### src/rtl/robo_atuador_if.sv
// Command strobes from the navigation FSM and the drive/status outputs toward the power stage.
// master drives the strobes; slave (the sequencer) drives the outputs.
interface robo_atuador_if;
    logic       avancar;
    logic       girar;
    logic       recolher_entulho;
    logic       motor_esq;
    logic       motor_dir;
    logic       sentido_esq;
    logic       garra;
    logic       busy;
    logic       done;
    logic       conflito;
    logic [7:0] perdidos;

    modport master (
        output avancar, girar, recolher_entulho,
        input  motor_esq, motor_dir, sentido_esq, garra, busy, done, conflito, perdidos
    );

    modport slave (
        input  avancar, girar, recolher_entulho,
        output motor_esq, motor_dir, sentido_esq, garra, busy, done, conflito, perdidos
    );
endinterface

### src/rtl/robo_atuador.sv
// Actuator sequencer: turns one-cycle nav strobes into timed wheel/claw windows (soft start: ROBO_ATUADOR_RAMPA_EN).
// Latency: drive window starts the cycle after the strobe edge, lasts T_x cycles, then one done cycle.
// No backpressure: strobes arriving while busy are dropped and counted in perdidos.
module robo_atuador #(
    parameter int unsigned T_AVANCO  = 8,
    parameter int unsigned T_GIRO    = 4,
    parameter int unsigned T_ENTULHO = 6
) (
    input  logic           clock,
    input  logic           reset,
    robo_atuador_if.slave  io
);

    typedef enum logic [2:0] {
        IDLE    = 3'd0,
        AVANCO  = 3'd1,
        GIRO    = 3'd2,
        RECOLHE = 3'd3,
        FIM     = 3'd4
    } state_t;

    localparam logic [7:0] LOAD_AVANCO  = 8'(T_AVANCO - 1);
    localparam logic [7:0] LOAD_GIRO    = 8'(T_GIRO - 1);
    localparam logic [7:0] LOAD_ENTULHO = 8'(T_ENTULHO - 1);

`ifdef ROBO_ATUADOR_RAMPA_EN
    // cnt value during the second AVANCO cycle, the one whose wheel pulse is suppressed
    localparam bit         RAMPA_GAP_EN = (T_AVANCO >= 2);
    localparam logic [7:0] RAMPA_GAP    = 8'(T_AVANCO - 2);
`endif

    state_t     state, state_n;
    logic [7:0] cnt, cnt_n;
    logic [7:0] perdidos_n;
    logic       conflito_n;
    logic       any_stb, multi_stb;
    logic       rodas_n, sentido_n, garra_n, busy_n, done_n;

    assign any_stb   = io.avancar | io.girar | io.recolher_entulho;
    assign multi_stb = (io.avancar & io.girar) | (io.avancar & io.recolher_entulho)
                     | (io.girar & io.recolher_entulho);

    always_comb begin
        state_n    = state;
        cnt_n      = cnt;
        perdidos_n = io.perdidos;
        conflito_n = io.conflito;
        unique case (state)
            IDLE, FIM: begin
                state_n = IDLE;
                if (io.recolher_entulho) begin
                    state_n = RECOLHE;
                    cnt_n   = LOAD_ENTULHO;
                end else if (io.girar) begin
                    state_n = GIRO;
                    cnt_n   = LOAD_GIRO;
                end else if (io.avancar) begin
                    state_n = AVANCO;
                    cnt_n   = LOAD_AVANCO;
                end
                if (multi_stb) conflito_n = 1'b1;
            end
            AVANCO, GIRO, RECOLHE: begin
                if (any_stb && io.perdidos != 8'hFF) perdidos_n = io.perdidos + 8'd1;
                if (cnt == 8'd0) state_n = FIM;
                else             cnt_n   = cnt - 8'd1;
            end
            default: state_n = IDLE;
        endcase
    end

    // Outputs are decoded from the next state so they come straight out of flops.
    always_comb begin
        rodas_n   = (state_n == AVANCO) || (state_n == GIRO);
        sentido_n = (state_n == AVANCO);
        garra_n   = (state_n == RECOLHE);
        busy_n    = (state_n == AVANCO) || (state_n == GIRO) || (state_n == RECOLHE);
        done_n    = (state_n == FIM);
`ifdef ROBO_ATUADOR_RAMPA_EN
        if (RAMPA_GAP_EN && state_n == AVANCO && cnt_n == RAMPA_GAP) rodas_n = 1'b0;
`endif
    end

    always_ff @(posedge clock or posedge reset) begin
        if (reset) begin
            state          <= IDLE;
            cnt            <= 8'd0;
            io.motor_esq   <= 1'b0;
            io.motor_dir   <= 1'b0;
            io.sentido_esq <= 1'b0;
            io.garra       <= 1'b0;
            io.busy        <= 1'b0;
            io.done        <= 1'b0;
            io.conflito    <= 1'b0;
            io.perdidos    <= 8'd0;
        end else begin
            state          <= state_n;
            cnt            <= cnt_n;
            io.motor_esq   <= rodas_n;
            io.motor_dir   <= rodas_n;
            io.sentido_esq <= sentido_n;
            io.garra       <= garra_n;
            io.busy        <= busy_n;
            io.done        <= done_n;
            io.conflito    <= conflito_n;
            io.perdidos    <= perdidos_n;
        end
    end

endmodule

### src/flat_wrapper.sv
// flat-port wrapper written by rule: the top's interface ports become plain ports
module robo_atuador_flat 
#(
    parameter int unsigned T_AVANCO  = 8,
    parameter int unsigned T_GIRO    = 4,
    parameter int unsigned T_ENTULHO = 6
)
  (clock, reset, io_avancar, io_girar, io_recolher_entulho, io_motor_esq, io_motor_dir, io_sentido_esq, io_garra, io_busy, io_done, io_conflito, io_perdidos);
  robo_atuador_if io_i ();
  input  logic clock;
  input  logic reset;
  input wire logic [$bits(io_i.avancar)-1:0] io_avancar;
  input wire logic [$bits(io_i.girar)-1:0] io_girar;
  input wire logic [$bits(io_i.recolher_entulho)-1:0] io_recolher_entulho;
  output wire logic [$bits(io_i.motor_esq)-1:0] io_motor_esq;
  output wire logic [$bits(io_i.motor_dir)-1:0] io_motor_dir;
  output wire logic [$bits(io_i.sentido_esq)-1:0] io_sentido_esq;
  output wire logic [$bits(io_i.garra)-1:0] io_garra;
  output wire logic [$bits(io_i.busy)-1:0] io_busy;
  output wire logic [$bits(io_i.done)-1:0] io_done;
  output wire logic [$bits(io_i.conflito)-1:0] io_conflito;
  output wire logic [$bits(io_i.perdidos)-1:0] io_perdidos;
  assign io_i.avancar = io_avancar;
  assign io_i.girar = io_girar;
  assign io_i.recolher_entulho = io_recolher_entulho;
  assign io_motor_esq = io_i.motor_esq;
  assign io_motor_dir = io_i.motor_dir;
  assign io_sentido_esq = io_i.sentido_esq;
  assign io_garra = io_i.garra;
  assign io_busy = io_i.busy;
  assign io_done = io_i.done;
  assign io_conflito = io_i.conflito;
  assign io_perdidos = io_i.perdidos;
  robo_atuador #(.T_AVANCO(T_AVANCO), .T_GIRO(T_GIRO), .T_ENTULHO(T_ENTULHO)) u_core (.clock(clock), .reset(reset), .io(io_i));
endmodule
### config.mk
export PLATFORM = sky130hd
export DESIGN_NAME = robo_atuador_flat
export DESIGN_NICKNAME = d
export VERILOG_FILES = /design/src/rtl/robo_atuador_if.sv /design/src/rtl/robo_atuador.sv /design/src/flat_wrapper.sv
export SDC_FILE = /design/constraint.sdc
export NUM_CORES = 1
export LEC_CHECK = 0
export ABC_AREA = 1
export CAP_MARGIN = 25
export CORE_ASPECT_RATIO = 0.6
export CORE_MARGIN = 4
export CORE_UTILIZATION = 50
export DETAILED_ROUTE_END_ITERATION = 10
export PLACE_DENSITY = 0.78
export SLEW_MARGIN = 25
export SYNTH_ARGS = -nofsm -noshare
export SYNTH_HDL_FRONTEND = slang
export SYNTH_SLANG_ARGS = --single-unit
### constraint.sdc
create_clock -name clock -period 2.1 [get_ports clock]
set_input_delay 0.315 -clock clock [delete_from_list [all_inputs] [get_ports clock]]
set_output_delay 0.315 -clock clock [all_outputs]
set_load 0.02 [all_outputs]
Word-level counts from Yosys, hierarchy flattened. Index checks and enable logic that the tools add are counted.

Output and inout bits: 15. Word-level logic and storage cells: 50. Bits in registers: 25. Input bits: 5.

Reductions and logical operators: 11. Add/sub/neg operators: 2. Bitwise operators: 7. Muxes and demuxes: 10. Equal/unequal tests: 11.

Operator list (number): 2-to-1 mux 8 bit (4); one-hot mux 8 bit (2 select lines) (1); equality test 3 x 2 -> 1 bit, second input constant (4); 2-to-1 mux 3 bit (3); adder 8 x 1 -> 8 bit, second input constant (1); logical NOT 8 bit (1); inequality test 8 bit, second input constant (1); subtractor 8 x 1 -> 8 bit, second input constant (1); equality test 3 x 1 -> 1 bit, second input constant (2); equality test 3 bit, second input constant (2); one-hot mux 3 bit (2 select lines) (1); inequality test 4 bit, second input constant (1); OR 1 bit (4); AND reduction 2 bit (2); AND 1 bit (3); logical NOT 3 bit (1); AND reduction 3 bit (1); OR reduction 3 bit (1); logical OR 1 bit (2); inequality test 2 bit, second input constant (1); nonzero test 2 bit (1); OR reduction 2 bit (1); logical AND 1 bit (1); 2-to-1 mux 1 bit (1).

Depth between registers and ports, before layout. Gate-level depths: netlist (run 1).

Depth in word-level cells: 7. Mapped depth: 10. Gate-level depth less buffers: 10.

Worst setup path after synthesis (run 1). Ideal clock, no wire load.

Kind: flip-flop to flip-flop. Start point: register u_core.cnt[0]. End point: register u_core.cnt[3]. Arrival: 1295 ps. Cell stages (with the launch flop): 11. Path slack: 679 ps. Library setup time: 126 ps. Period minus slack after synthesis: 1421 ps. Data required time: 1974 ps. Path buffers: 1. Cell sequence: dfrtp_1 > inv_1 > ha_1 > inv_1 > nor2_1 > nand2_2 > nand2_1 > nand2_1 > buf_6 > nand2_1 > o21ai_0.

Longest elaborated chain between the ends: 3. Elaborated cells on any way between the ends: 6. Those cells by class: 1 x add/sub; 1 x eq/ne; 2 x mux; 2 x reduce/logical.

Ends and longest elaborated chain: start: declaration (line robo_atuador.sv:33) `logic [7:0] cnt, cnt_n;`; start signal: assignment (line robo_atuador.sv:98) `cnt <= cnt_n;`; subtractor 8 x 1 -> 8 bit / logical NOT 8 bit (equally long branches) (line robo_atuador.sv:66, robo_atuador.sv:65); 2-to-1 mux 8 bit / inequality test 2 bit (equally long branches); one-hot mux 8 bit (2 select lines) / AND reduction 3 bit (equally long branches).

Several ways; a longest one is shown, not always the timed one. The select of a mux whose other input is x is not followed. A chain may end at the register's enable or synchronous reset.

Final worst setup path (run 1).
Start point: register u_core.cnt[0]. End point: register u_core.cnt[5].

Same word-level chain as after synthesis.

==> out/summary.log, run 1 <==
qor: routing.dr.first_iter.drc_count 45
qor: cts.clk_pin_slew_worst_paths 0.08 ns
qor: flow_run.maxCapViolations 0
qor: logic_synthesis.cell_accounting_for_the_most_synthesized_area sky130_fd_sc_hd__dfrtp_1
qor: cts.insertion_delay 0.27 ns
qor: die.placeableCoreArea 2500 um2
qor: logic_synthesis.syn-instance-count 163
qor: power.cellPowerDensity 855 nW/um2
qor: global_routing.initial_antenna_violation_count 0
qor: logic_synthesis.async_set_or_reset_register_ratio_after_synthesis 100%
qor: logic_synthesis.synth.ff_latch_count 25
qor: setup_path.setup.worst_path.class register to register
qor: finish.diodes 0
qor: routing.vias_per_cell 4.82
qor: routing.route.antenna.remaining_nets 0
qor: cts.cts_tree done
qor: cts.cts-root-buf sky130_fd_sc_hd__clkbuf_8
qor: logic_synthesis.yosysWarningCount 0
qor: routing.drt_wl_total 2560 um
qor: finish.area_delta_synth_final 20.2%
qor: die.floorplan.die_area 3520 um2
qor: logic_synthesis.syn-num-nets 170
qor: setup_path.critPathArrivalTime 2.00 ns
qor: setup_path.setup.worst_path.end_class register
qor: logic_synthesis.synth.lib_cells_used.distinct 21
qor: routing.route.detailed.wl_per_inst 11.8 um
qor: logic_synthesis.syn-cell-area 1310 um2
qor: finish.net_count_of_the_finished_layout 193
qor: placed_design.dpl.hpwl 2020 um
qor: worst_hold_path.min_path_type input pin to asynchronous set/reset pin
qor: setup_path.cp_cell_sequence inv_1 -> ha_1 -> inv_1 -> nor2_1 -> nand2_2 -> nand2_1 -> nand2_1 -> inv_1 -> nand2_1 -> o21ai_0
qor: cts.cts_buffers 3
qor: global_routing.first_global_vias 909
qor: finish.fillers 219
qor: logic_synthesis.synthFlopType sky130_fd_sc_hd__dfrtp_1
qor: die.i_o_pin_total 20
qor: power.irDropWorstVdd 0.000393 V
qor: timing.transition_at_the_pin_with_the_smallest_max_transition_slack 0.351 ns
qor: placed_design.port-buffer-count 19
qor: logic_synthesis.post_synth_main_area_contributors sky130_fd_sc_hd__dfrtp_1 (48%), sky130_fd_sc_hd__nand2_1 (15%), sky130_fd_sc_hd__inv_1 (5.8%)
qor: global_routing.grt_overflow_total 0
qor: logic_synthesis.synthesis.area_per_instance 8.01 um2
qor: power.leakage 0.761 nW
qor: die.number_of_rows_in_the_core_area 14
qor: timing.clock-skew-final 0.00432 ns
qor: logic_synthesis.synth.most_common_cell sky130_fd_sc_hd__nand2_1
qor: timing.setup_tns_after_final_layout 0 ns
qor: logic_synthesis.post-synth-top-area-fraction 47.9%
qor: setup_path.worst_setup_path_start_kind register
qor: run_status.run_status completed
qor: placed_design.globalplace.congestion 0.847
qor: global_routing.first_pass_grt_wire_length 4030 um
qor: die.initial_core_utilization 52.1%
qor: routing.vias 1,046
qor: cts.maximum_buffer_depth_of_the_clock_tree 2
qor: timing.report.final.slew_viol_count 0
qor: setup_path.timing.critical_path.slowest_stage_cell sky130_fd_sc_hd__dfrtp_1
qor: routing.drcViolationCount 0
qor: logic_synthesis.ys_seq_area_share 47.9%
qor: placed_design.placed_cells_incl_taps 213
qor: timing.hold_violations 0
qor: setup_path.crit_fanout 12
qor: global_routing.maximum_number_of_pins_on_one_net_before_global_route_repair 26
qor: setup_path.critPathMaxStageDelay 0.36 ns
qor: timing.rsz0062_at_grt no
qor: cts.cts_setup_buffers 0
qor: logic_synthesis.number_of_enable_flip_flop_cells_after_synthesis 0
qor: finish.post_route_cells_drive_above_1_share 6.49%
qor: cts.cts_resized 0
qor: global_routing.total_global_routing_track_utilization 16.0%
qor: routing.drtPass1Iterations 4
qor: timing.period_needed 1.82 ns
qor: timing.fmaxAchievable 0.549 GHz
qor: timing.setup-violations-final 0
qor: finish.layoutNonFillerInstCount 217
qor: cts.hold_buffers 0
qor: cts.level_count_of_the_clock_h_tree 1
qor: die.floorplan.die.height 47.6 um
qor: setup_path.critical_path_required 2.28 ns
qor: timing.max_slew_margin 76.6%
qor: timing.share_of_the_cycle_needed_by_the_critical_path_after_routing 86.7%
qor: logic_synthesis.ys_top_cells_by_count sky130_fd_sc_hd__nand2_1 (53), sky130_fd_sc_hd__dfrtp_1 (25), sky130_fd_sc_hd__inv_1 (20)
qor: cts.clock_sinks 25
qor: die.dieWidth 74.0 um
## flip-flops by register name (all words and copies together), names as in the netlist
| name | cells |
|---|---|
| u_core.cnt | 8 |
| u_core.io.motor_esq | 1 |
| u_core.state | 3 |
| u_core.io.perdidos | 8 |
| u_core.io.busy | 1 |
| u_core.io.done | 1 |
| u_core.io.sentido_esq | 1 |
| u_core.io.conflito | 1 |
| u_core.io.garra | 1 |
## metal layers
| metal | routed length [um] | global-route usage, % |
|---|---|---|
| met2 | 1130 | 23.4 |
| met4 | 0 | 6.50 |
| met3 | 153 | 5.03 |
| met1 | 1280 | 22.4 |
| met5 | 0 | 0 |
## critical path: cells and delay by family (launching register included)
family | cells | cell delay, ns
DFF | 1 | 0.36
AOI/OAI and AO/OA | 1 | 0.09
buffers and inverters | 3 | 0.44
and+or+nand+nor | 5 | 0.60
adders and majority gates | 1 | 0.23
## cells in the final DEF (no fill, tap or decap), drive strengths merged
cell	Yosys	routed
xnor2	5	5
dfrtp	25	25
nand2	54	54
ha	2	2
nand4	2	2
inv	21	21
clkdlybuf4s50	0	19
buf	2	1
nor2	18	18
clkbuf	0	4
o21bai	1	1
a21oi	1	1
xor2	4	4
nand3	10	10
o21ai	18	18
## metrics by stage
step	instance area, um2	hold WS (ns)	power, mW	setup WS (ns)	util [%]
finish	1570	0.389	1.34	0.280	62.6
floorplan	1310	0.342	0.886	0.679	-
global route	1570	0.431	1.42	0.162	62.6
global placement	1520	0.486	1.06	0.385	60.8
detailed placement	1520	0.480	1.07	0.262	60.8
CTS	1570	0.392	1.36	0.293	62.6
## logic make-up after synthesis
family	after synthesis	share of synthesized area, %
compound gates	20	9.01
xor+xnor	9	6.04
fa+ha+maj	2	1.92
buf+inv	23	7.48
flops	25	47.9
simple gates	84	27.6
## path summary, 6_finish.rpt
| check | startpoint | endpoint | slack (ns) | cells after the start |
|---|---|---|---|---|
| hold reg to reg | u_core.io.conflito | u_core.io.conflito | 0.50 | 1 |
| min in group clock | u_core.io.conflito | u_core.io.conflito | 0.50 | 1 |
| setup / recovery | u_core.cnt[0] | u_core.cnt[5] | 0.28 | 10 |
| max in group asynchronous | reset | u_core.io.perdidos[0] | 1.47 | 3 |
| hold / removal | reset | u_core.cnt[7] | 0.39 | 3 |
| setup reg to reg | u_core.cnt[0] | u_core.cnt[5] | 0.28 | 10 |
## final cells by class
| cell class | instances | area (um2) | share of cell area (%) |
|---|---|---|---|
| Sequential cell | 25 | 626 | 39.9 |
| Timing Repair Buffer | 20 | 198 | 12.6 |
| Multi-Input combinational cell | 115 | 582 | 37.1 |
| Inverter | 21 | 78.8 | 5.02 |
| Tap cell | 32 | 40.0 | 2.55 |
| Clock buffer | 4 | 45.0 | 2.87 |
## power breakdown
group          switching (mW)  leakage, nW  internal (mW)
sequential              0.100        0.292          0.546
clock                   0.142       0.0228          0.136
combinational           0.213        0.446          0.205
Power figures use the tool's default switching activity.
==> run 2: changes to the inputs <==
--- a/config.mk
+++ b/config.mk
@@ -6,7 +6,7 @@
 export NUM_CORES = 1
 export LEC_CHECK = 0
 export ABC_AREA = 1
-export CAP_MARGIN = 25
+export CAP_MARGIN = 20
 export CORE_ASPECT_RATIO = 0.6
 export CORE_MARGIN = 4
 export CORE_UTILIZATION = 50
==> results of run 2 <==
The final DEF is identical to that of run 1; final timing and power are the same.
==> run 3: changes to the inputs <==
--- a/config.mk
+++ b/config.mk
@@ -12,6 +12,7 @@
 export CORE_UTILIZATION = 50
 export DETAILED_ROUTE_END_ITERATION = 10
 export PLACE_DENSITY = 0.78
+export SKIP_CTS_REPAIR_TIMING = 1
 export SLEW_MARGIN = 25
 export SYNTH_ARGS = -nofsm -noshare
 export SYNTH_HDL_FRONTEND = slang
==> results of run 3 <==
The final DEF is identical to that of run 1; final timing and power are the same.
